`config.mk`:
```
export PLATFORM = sky130hd
export DESIGN_NAME = write_bank_drain_flat
export DESIGN_NICKNAME = d
export VERILOG_FILES = /design/src/rtl/write_bank_drain_if.sv /design/src/rtl/write_bank_drain.sv /design/src/flat_wrapper.sv
export SDC_FILE = /design/constraint.sdc
export NUM_CORES = 1
export LEC_CHECK = 0
export CAP_MARGIN = 10
export CORE_MARGIN = 4
export CORE_UTILIZATION = 45
export DETAILED_ROUTE_END_ITERATION = 8
export PLACE_DENSITY = 0.79
export SLEW_MARGIN = 20
export SYNTH_ARGS = -nofsm -noshare
export SYNTH_HDL_FRONTEND = slang
export SYNTH_SLANG_ARGS = --single-unit
export TNS_END_PERCENT = 20
```
`constraint.sdc`:
```
create_clock -name clk -period 5 [get_ports clk]
set_input_delay 0.5 -clock clk [delete_from_list [all_inputs] [get_ports clk]]
set_output_delay 0.5 -clock clk [all_outputs]
set_load 0.005 [all_outputs]
```
`src/rtl/write_bank_drain_if.sv`:
```
// write_bank_drain_if: control, write-bank read port and packed output stream of the bank drain
interface write_bank_drain_if #(
  parameter int BANK_WIDTH = 10,
  parameter int MEM_BUFFER_DEPTH_BYTES = 512,
  parameter int OUT_BYTES = 8
);
  localparam int AW = $clog2(MEM_BUFFER_DEPTH_BYTES);
  localparam int SW = BANK_WIDTH > 1 ? $clog2(BANK_WIDTH) : 1;
  logic start;
  logic [AW:0] rows;
  logic busy;
  logic done;
  logic [AW-1:0] bank_address;
  logic [SW-1:0] bank_read_sel;
  logic [7:0] bank_data;
  logic [8*OUT_BYTES-1:0] out_data;
  logic out_valid;
  logic out_last;
  logic out_ready;
  modport master (
    input start, rows, bank_data, out_ready,
    output busy, done, bank_address, bank_read_sel, out_data, out_valid, out_last
  );
  modport slave (
    output start, rows, bank_data, out_ready,
    input busy, done, bank_address, bank_read_sel, out_data, out_valid, out_last
  );
endinterface

```
`src/rtl/write_bank_drain.sv`:
```
// write_bank_drain: walks a write bank row-major and packs returned bytes into OUT_BYTES-wide stream words
module write_bank_drain #(
  parameter int BANK_WIDTH = 10,
  parameter int MEM_BUFFER_DEPTH_BYTES = 512,
  parameter int OUT_BYTES = 8
) (
  input logic clk,
  input logic rst,
  write_bank_drain_if.master io
);
  localparam int AW = $clog2(MEM_BUFFER_DEPTH_BYTES);
  localparam int SW = BANK_WIDTH > 1 ? $clog2(BANK_WIDTH) : 1;
  localparam int CW = $clog2(OUT_BYTES + 1);
  localparam int DW = 8 * OUT_BYTES;
  localparam logic [SW-1:0] SEL_MAX = SW'(BANK_WIDTH - 1);
  localparam logic [AW:0] DEPTH = (AW + 1)'(MEM_BUFFER_DEPTH_BYTES);
  localparam logic [AW:0] ONE_ROW = (AW + 1)'(1);
  localparam logic [CW-1:0] FULL = CW'(OUT_BYTES);
  typedef enum logic [1:0] {IDLE, DRAIN, FLUSH, DONE} state_t;
  state_t state_q, state_d;
  logic [AW:0] rows_q, rows_d, rows_c;
  logic [AW-1:0] addr_q, addr_d, next_addr;
  logic [SW-1:0] sel_q, sel_d, next_sel;
  logic [CW-1:0] cnt_q, cnt_d;
  logic [DW-1:0] asm_q, asm_d, data_q, data_d;
  logic rd_q, rd_d, v1_q, v1_d;
  logic valid_q, valid_d, last_q, last_d, busy_q, busy_d, done_q, done_d;
  logic free, drained, move, issue, next_last;
  always_comb begin
    rows_c = io.rows > DEPTH ? DEPTH : io.rows;
    next_sel = sel_q == SEL_MAX ? '0 : sel_q + 1'b1;
    next_addr = sel_q == SEL_MAX ? addr_q + 1'b1 : addr_q;
    next_last = ({1'b0, next_addr} == rows_q - ONE_ROW) && next_sel == SEL_MAX;
    free = !valid_q || io.out_ready;
    // all reads issued and none outstanding: whatever sits in the assembly is the final word
    drained = state_q == FLUSH && !rd_q && !v1_q;
    move = free && (cnt_q == FULL || (drained && cnt_q != '0));
    cnt_d = move ? '0 : cnt_q + CW'(v1_q);
    asm_d = move ? '0 : asm_q;
    if (!move && v1_q) asm_d[8*cnt_q +: 8] = io.bank_data;
    // reads in flight after this edge are rd_q plus the new one, so the assembly can never overflow
    issue = state_q == DRAIN && int'(cnt_d) + int'(rd_q) < OUT_BYTES;
    state_d = state_q;
    rows_d = rows_q;
    addr_d = addr_q;
    sel_d = sel_q;
    rd_d = 1'b0;
    case (state_q)
      IDLE: if (io.start) begin
        rows_d = rows_c;
        if (rows_c == '0) state_d = DONE;
        else begin
          state_d = (SEL_MAX == '0 && rows_c == ONE_ROW) ? FLUSH : DRAIN;
          addr_d = '0;
          sel_d = '0;
          rd_d = 1'b1;
        end
      end
      DRAIN: if (issue) begin
        addr_d = next_addr;
        sel_d = next_sel;
        rd_d = 1'b1;
        if (next_last) state_d = FLUSH;
      end
      FLUSH: if (valid_q && io.out_ready && last_q) state_d = DONE;
      DONE: state_d = IDLE;
    endcase
    v1_d = rd_q;
    valid_d = move || (valid_q && !io.out_ready);
    last_d = move ? drained : last_q && valid_q && !io.out_ready;
    data_d = move ? asm_q : data_q;
    busy_d = state_d == DRAIN || state_d == FLUSH;
    done_d = state_d == DONE;
  end
  always_ff @(posedge clk or posedge rst) begin
    if (rst) begin
      state_q <= IDLE;
      rows_q <= '0;
      addr_q <= '0;
      sel_q <= '0;
      cnt_q <= '0;
      asm_q <= '0;
      data_q <= '0;
      rd_q <= 1'b0;
      v1_q <= 1'b0;
      valid_q <= 1'b0;
      last_q <= 1'b0;
      busy_q <= 1'b0;
      done_q <= 1'b0;
    end else begin
      state_q <= state_d;
      rows_q <= rows_d;
      addr_q <= addr_d;
      sel_q <= sel_d;
      cnt_q <= cnt_d;
      asm_q <= asm_d;
      data_q <= data_d;
      rd_q <= rd_d;
      v1_q <= v1_d;
      valid_q <= valid_d;
      last_q <= last_d;
      busy_q <= busy_d;
      done_q <= done_d;
    end
  end
  assign io.busy = busy_q;
  assign io.done = done_q;
  assign io.bank_address = addr_q;
  assign io.bank_read_sel = sel_q;
  assign io.out_data = data_q;
  assign io.out_valid = valid_q;
  assign io.out_last = last_q;
endmodule

```
`src/flat_wrapper.sv`:
```
// flat-port wrapper written by rule: the top's interface ports become plain ports
module write_bank_drain_flat 
#(
  parameter int BANK_WIDTH = 10,
  parameter int MEM_BUFFER_DEPTH_BYTES = 512,
  parameter int OUT_BYTES = 8
)
  (clk, rst, io_start, io_rows, io_bank_data, io_out_ready, io_busy, io_done, io_bank_address, io_bank_read_sel, io_out_data, io_out_valid, io_out_last);
  write_bank_drain_if #(.BANK_WIDTH(BANK_WIDTH), .MEM_BUFFER_DEPTH_BYTES(MEM_BUFFER_DEPTH_BYTES), .OUT_BYTES(OUT_BYTES)) io_i ();
  input logic clk;
  input logic rst;
  input wire logic [$bits(io_i.start)-1:0] io_start;
  input wire logic [$bits(io_i.rows)-1:0] io_rows;
  input wire logic [$bits(io_i.bank_data)-1:0] io_bank_data;
  input wire logic [$bits(io_i.out_ready)-1:0] io_out_ready;
  output wire logic [$bits(io_i.busy)-1:0] io_busy;
  output wire logic [$bits(io_i.done)-1:0] io_done;
  output wire logic [$bits(io_i.bank_address)-1:0] io_bank_address;
  output wire logic [$bits(io_i.bank_read_sel)-1:0] io_bank_read_sel;
  output wire logic [$bits(io_i.out_data)-1:0] io_out_data;
  output wire logic [$bits(io_i.out_valid)-1:0] io_out_valid;
  output wire logic [$bits(io_i.out_last)-1:0] io_out_last;
  assign io_i.start = io_start;
  assign io_i.rows = io_rows;
  assign io_i.bank_data = io_bank_data;
  assign io_i.out_ready = io_out_ready;
  assign io_busy = io_i.busy;
  assign io_done = io_i.done;
  assign io_bank_address = io_i.bank_address;
  assign io_bank_read_sel = io_i.bank_read_sel;
  assign io_out_data = io_i.out_data;
  assign io_out_valid = io_i.out_valid;
  assign io_out_last = io_i.out_last;
  write_bank_drain #(.BANK_WIDTH(BANK_WIDTH), .MEM_BUFFER_DEPTH_BYTES(MEM_BUFFER_DEPTH_BYTES), .OUT_BYTES(OUT_BYTES)) u_core (.clk(clk), .rst(rst), .io(io_i));
endmodule
```
==> out/qor.yml, run 1 <==
status: "completed"
worst-endpoint-required_ps: 5250
drc: 0
clk_latency_ps: 420
crit_buf_inv: 1
ys_seq_area_frac: 0.5569
fp.dieW_um: 135.6
critPathKind: "register to register"
clk_path_buf_depth: 2
timing.fmax_mhz: 339.1
synthArstFlopShare: 1.000
vias_per_cell: 5.306
rows: 46
cts_setup_buffers: 0
coreArea_sq_um: 15940
critPathLaunchType: "register"
initial_utilization: 0.4594
cts-root-buf: "clkbuf_16"
gp_congestion: 0.8393
cts-buffers-inserted: 17
final_cell_area_sq_um: 9055
hold_buffers: 0
fin_total_pwr_mw: 5.433
ys_ff_latch: 163
placedInstanceArea_sq_um: 8404
grt_pass1_vias: 5641
min_path_type: "register to register"
grt_overflow_total: 0
power_density_nw_per_um2: 600.0
synth_cells: 816
vias: 5916
final_hold_viol_count: 0
cap_violations: 0
finalWirelength_mm: 17.23
numClockSinks: 163
die_h_um: 135.6
avgSynthCellArea_sq_um: 8.976
drive_gt1_frac: 0.06007
diodes: 0
layout.nets: 917
first_iter_violations: 430
end_kind: "register"
rsz0062_at_grt: "no"
path_cells: "inv_1 -> ha_1 -> nor3b_2 -> a211o_4 -> nand2_1 -> nor2_1 -> o21ai_0"
antenna_found_initial: 0
wl_per_cell_um: 15.45
htreeDepth: 4
worst-path-max-fanout: 48
max_stage_delay_ps: 700
grt_use_total: 0.1926
grt_max_degree: 115
synth_edf_count: 0
fin_crit_ps: 2949
grt_pass1_wl_mm: 28.39
final_max_slew_viol_count: 0
synth_flop_cell: "dfrtp_1"
crit_slowest_cell: "nor2_1"
route.antenna.remaining_nets: 0
slew-limit-headroom: 0.3688
fin_worst_skew_ps: 8.934
synth_cell_types: 53
setup_violations: 0
drt_pass1_iterations: 6
die-area_sq_um: 18380
synthesis.area_sq_um: 7325
ys_warn_count: 0
clkTransAtPathRegs_ps: 70
ios: 103
worst_ir_drop_vdd_v: 0.0003233
dp_hpwl_mm: 11.20
cts_tree: "yes"
setup_tns_ps: 0
critPathArrivalTime_ps: 3200
fin_crit_sh: 0.5897
port_buffers: 102
post_cts_resized: 0
worst_pin_slew_ps: 944.5
p_leak_nw: 4.156
syn-num-nets: 847
cp_top_family: "simple AND/OR/NAND/NOR gates"
syn2layout_area_growth_pct: 23.62
==> worst reg2reg max path: stages (launching register included) <==
cell and delay (ps):
dfrtp_1 460, inv_1 130, ha_1 270, nor3b_2 340, a211o_4 460, nand2_1 170, nor2_1 700, o21ai_0 250
==> flip-flops by register name (all words and copies together) (netlist names) <==
signal                   flops
u_core.rows_q               10
u_core.asm_q                64
u_core.io.out_last           1
u_core.io.out_data          64
u_core.rd_q                  1
u_core.io.bank_address       9
u_core.io.busy               1
u_core.v1_q                  1
u_core.cnt_q                 4
u_core.io.done               1
u_core.io.out_valid          1
u_core.state_q               2
u_core.io.bank_read_sel      4
==> power by group <==
group | leakage (nW) | total (mW) | internal [mW] | switching [mW]
Clock | 0.312 | 1.42 | 0.872 | 0.546
Combinational | 1.62 | 2.00 | 0.843 | 1.16
Sequential | 2.22 | 2.01 | 1.70 | 0.311
Total | 4.16 | 5.43 | 3.41 | 2.02
==> cell families after synthesis <==
| logic type | count (synthesis) | share of synthesized area |
|---|---|---|
| AO/OA/AOI/OAI | 121 | 0.09754 |
| XOR/XNOR | 26 | 0.03109 |
| adder cells (fa/ha/maj) | 9 | 0.01537 |
| buffers and inverters | 67 | 0.04271 |
| flip-flops | 163 | 0.5569 |
| multiplexers | 3 | 0.004271 |
| AND/OR/NAND/NOR | 427 | 0.2521 |
==> routing by layer <==
metal  global-route usage  share of wire  up-vias
li1                     -              -     2852
met1               0.2685           0.45     2850
met2               0.3034           0.48      186
met3              0.04272          0.057       28
met4              0.05879          0.016        0
met5                    0              0        -
==> cell usage after synthesis, drive strengths merged, types with 3 or more instances <==
library cell  number  share of area
nand2            288           0.15
dfrtp            163           0.56
o21ai             87          0.061
nand3             69          0.047
clkbuf            32          0.016
buf               25          0.021
nor2              23          0.012
xnor2             18          0.022
inv               10         0.0051
nor3              10         0.0075
ha                 9          0.015
o31ai              9         0.0099
xor2               8         0.0096
nand2b             7         0.0060
a21oi              5         0.0034
a31oi              5         0.0043
nand4              5         0.0043
nor4               4         0.0034
a22o               3         0.0036
and2               3         0.0026
o41ai              3         0.0036
or4b               3         0.0046
==> through the flow <==
step | cells | hold WS [ps] | util | setup slack (ps)
finish | 1115 | 421.2 | 0.5680 | 2051
global route | 1115 | 427.6 | 0.5680 | 1820
CTS | 1115 | 423.3 | 0.5678 | 2069
detailed placement | 1083 | 410.3 | 0.5272 | 1892
global placement | 1083 | 393.8 | 0.5268 | 1962
floorplan | 816 | 376.2 | - | 95.03
==> cell type report <==
type,instances,area (sq um)
fillers,1397,6888
flip-flops and latches,163,4079
multi-input cells,586,2947
repair buffers,108,1066
clock buffers,19,452.9
well taps,216,270.3
clock inverters,13,195.2
inverters,10,45.04
==> worst paths after layout <==
path / startpoint / end / slack (ps) / depth (start not counted)
setup / recovery: u_core.cnt_q[0] / u_core.asm_q[54] / 2050 / 7
hold / removal: u_core.rd_q / u_core.v1_q / 420 / 0
setup reg to reg: u_core.cnt_q[0] / u_core.asm_q[54] / 2050 / 7
hold reg to reg: u_core.rd_q / u_core.v1_q / 420 / 0
max in group asynchronous: rst / u_core.io.bank_address[2] / 3490 / 3
min in group asynchronous: rst / u_core.io.out_data[5] / 640 / 2
==> placed cells by master, fill, tap and decap left out, types with 3 or more instances in the layout <==
master,n
dfrtp_1,163
clkbuf_16,17
a21oi_1,5
inv_6,3
nand2b_1,7
nor3_1,8
o21ai_0,85
xnor2_1,18
o31ai_1,8
xor2_1,8
nand3_1,69
o41ai_1,3
nor2_1,23
clkdlybuf4s50_1,102
nand2_1,287
bufinv_16,4
a22o_1,3
nor4_1,4
ha_1,9
buf_4,6
inv_1,9
nand4_1,5
and2_1,3
a31oi_1,5
No activity file was read; power rests on OpenSTA's default activity.
==> run 2: changes to the inputs <==
Settings changed: PLACE_DENSITY 0.79 to 0.77.
Clock period 5 ns to 3.1 ns, I/O delays scaled along.
==> run 2 against run 1 <==
Critical path depth increased by 3. Wire length up 1.1%. Via count shrank 0.34%. Critical endpoint is now u_core.io.busy. Largest cell class unchanged. Highest routed layer unchanged.
==> out/qor.yml, run 2 (synthesized netlist as in run 1, its figures left out) <==
critPathArrivalTime_ps: 3090  # -110 ps
fillers: 1405  # +0.57%
coreArea_sq_um: 15940  # unchanged
slew-limit-headroom: 0.3478  # -0.02099
numClockSinks: 163  # unchanged
end_kind: "register"
rsz0062_at_grt: "no"
status: "completed"
vias_per_cell: 5.236  # -1.3%
seqCellArea_sq_um: 4079  # unchanged
fin_crit_ps: 2781  # -167.2 ps
cts-buffers-inserted: 17  # unchanged
stdcell_count: 1126  # +0.99%
grt_pass1_vias: 5703  # +1.1%
final_common_cell: "nand2_1"
clkTransAtPathRegs_ps: 70  # about the same
syn2layout_area_growth_pct: 24.63
fp.dieW_um: 135.6  # unchanged
route.antenna.remaining_nets: 0  # unchanged
critPathLaunchType: "register"
finalWirelength_mm: 17.41  # +1.1%
setup_violations: 0  # unchanged
worst-path-max-fanout: 5  # -90%
clk_latency_ps: 420  # about the same
wl_per_cell_um: 15.46  # about the same
drive_gt1_frac: 0.06923  # +0.009164
worst_ir_drop_vdd_v: 0.0005291  # +64%
min_path_type: "input port to async pin"
fin_crit_sh: 0.8972  # +0.3075
initial_utilization: 0.4594  # unchanged
r2r_slack_ps: 320  # -1730 ps
critPathKind: "register to register"
die-area_sq_um: 18380  # unchanged
first_iter_violations: 485  # +13%
worst-endpoint-required_ps: 3410  # -1840 ps
timing.fmax_mhz: 359.5  # +6.0%
drc: 0  # unchanged
port_buffers: 102  # unchanged
crit_start: "u_core.rows_q[0]"
fin_worst_skew_ps: 9.460  # +0.5264 ps
r2r-end: "u_core.io.busy"
vias: 5896  # -0.34%
worst_pin_slew_ps: 978.3  # +33.78 ps
ios: 103  # unchanged
final_max_slew_viol_count: 0  # unchanged
fin_ws_ps: 318.6  # -1733 ps
hold_buffers: 0  # unchanged
dp_hpwl_mm: 11.50  # +2.7%
holdWs_ps: 335.0  # -86.19 ps
dp.cells: 1094  # +1.0%
gp_congestion: 0.8271  # -1.5%
power_density_nw_per_um2: 957.6  # +60%
multi_input_area_sq_um: 2942  # -0.17%
die_h_um: 135.6  # unchanged
htreeDepth: 4  # unchanged
grt_pass1_wl_mm: 28.77  # +1.3%
clk_path_buf_depth: 2  # unchanged
p_leak_nw: 4.196  # +0.97%
drt_pass1_iterations: 5  # -1
post-place-ws_ps: 321.8  # -1570 ps
grt_overflow_total: 0  # unchanged
final_cell_mix: "287 x nand2_1, 163 x dfrtp_1, 102 x clkdlybuf4s50_1"
grt_max_degree: 99  # -14%
cap_violations: 0  # unchanged
final_hold_viol_count: 0  # unchanged
post_cts_resized: 0  # unchanged
diodes: 0  # unchanged
cts-root-buf: "clkbuf_16"
rr_startpoint: "u_core.rows_q[0]"
cts_setup_buffers: 0  # unchanged
layout.nets: 928  # +1.2%
antenna_found_initial: 0  # unchanged
grt_use_total: 0.1941  # +0.001502
reg2regPathDepth: 10  # +3
setup_tns_ps: 0  # unchanged
cts_tree: "yes"
rows: 46  # unchanged
[run 2: cell type report]
| class | count | area share |
|---|---|---|
| flip-flops and latches | 163 | 0.4468 |
| multi-input cells | 586 | 0.3222 |
| repair buffers | 119 | 0.1286 |
| clock buffers | 21 | 0.05154 |
| well taps | 216 | 0.02961 |
| clock inverters | 11 | 0.01672 |
| inverters | 10 | 0.004523 |
[run 2: worst max-delay path by stage]
stage,endpoint,depth (start not counted)
floorplan,u_core.io.busy,10
global placement,u_core.io.busy,10
detailed placement,u_core.io.busy,10
CTS,u_core.io.busy,10
global route,u_core.io.busy,10
finish,u_core.io.busy,10
[run 2: metrics by stage]
stage,utilization,power (mW),area [sq um]
global route,0.5726,9.344,9129
floorplan,-,5.310,7328
finish,0.5726,8.741,9129
CTS,0.5726,8.797,9129
global placement,0.5335,6.480,8506
detailed placement,0.5335,6.592,8506
[run 2: worst max-delay path, cell delays in order, from the launching register on]
cell	delay, ps
dfrtp_1	430
inv_1	80
ha_1	180
or4b_1	460
nor2_1	140
xor2_1	300
mux2i_1	240
mux2i_1	100
a21o_2	240
a31o_1	190
ha_1	290
[run 2: power by group]
part	switching (mW)	total, mW	internal (mW)	leakage [nW]
Clock	0.854	2.19	1.34	0.295
Sequential	0.494	3.24	2.74	2.22
Combinational	1.89	3.32	1.42	1.68
Total	3.24	8.74	5.50	4.20
[run 2: routing by layer]
layer	vias up	GRT usage	wire (um)
met4	0	0.06271	310
met5	-	0	0
met2	152	0.3075	8340
met1	2842	0.2687	7864
met3	29	0.04086	898
li1	2873	-	-
==> run 3: changes to the inputs <==
--- a/config.mk
+++ b/config.mk
@@ -11,4 +11,5 @@
 export DETAILED_ROUTE_END_ITERATION = 8
 export PLACE_DENSITY = 0.77
+export SKIP_LAST_GASP = 1
 export SLEW_MARGIN = 20
 export SYNTH_ARGS = -nofsm -noshare
==> constraint.sdc (replaced) <==
create_clock -name clk -period 3.1 [get_ports clk]
set_input_delay 0.31 -clock clk [delete_from_list [all_inputs] [get_ports clk]]
set_output_delay 0.31 -clock clk [all_outputs]
set_load 0.05 [all_outputs]
==> results of run 3 <==
The final DEF is identical to that of run 2. Status: completed.
Among the figures that moved: total power 8.741 mW -> 9.846 mW; worst IR drop on VDD 0.0005291 V -> 0.0005929 V
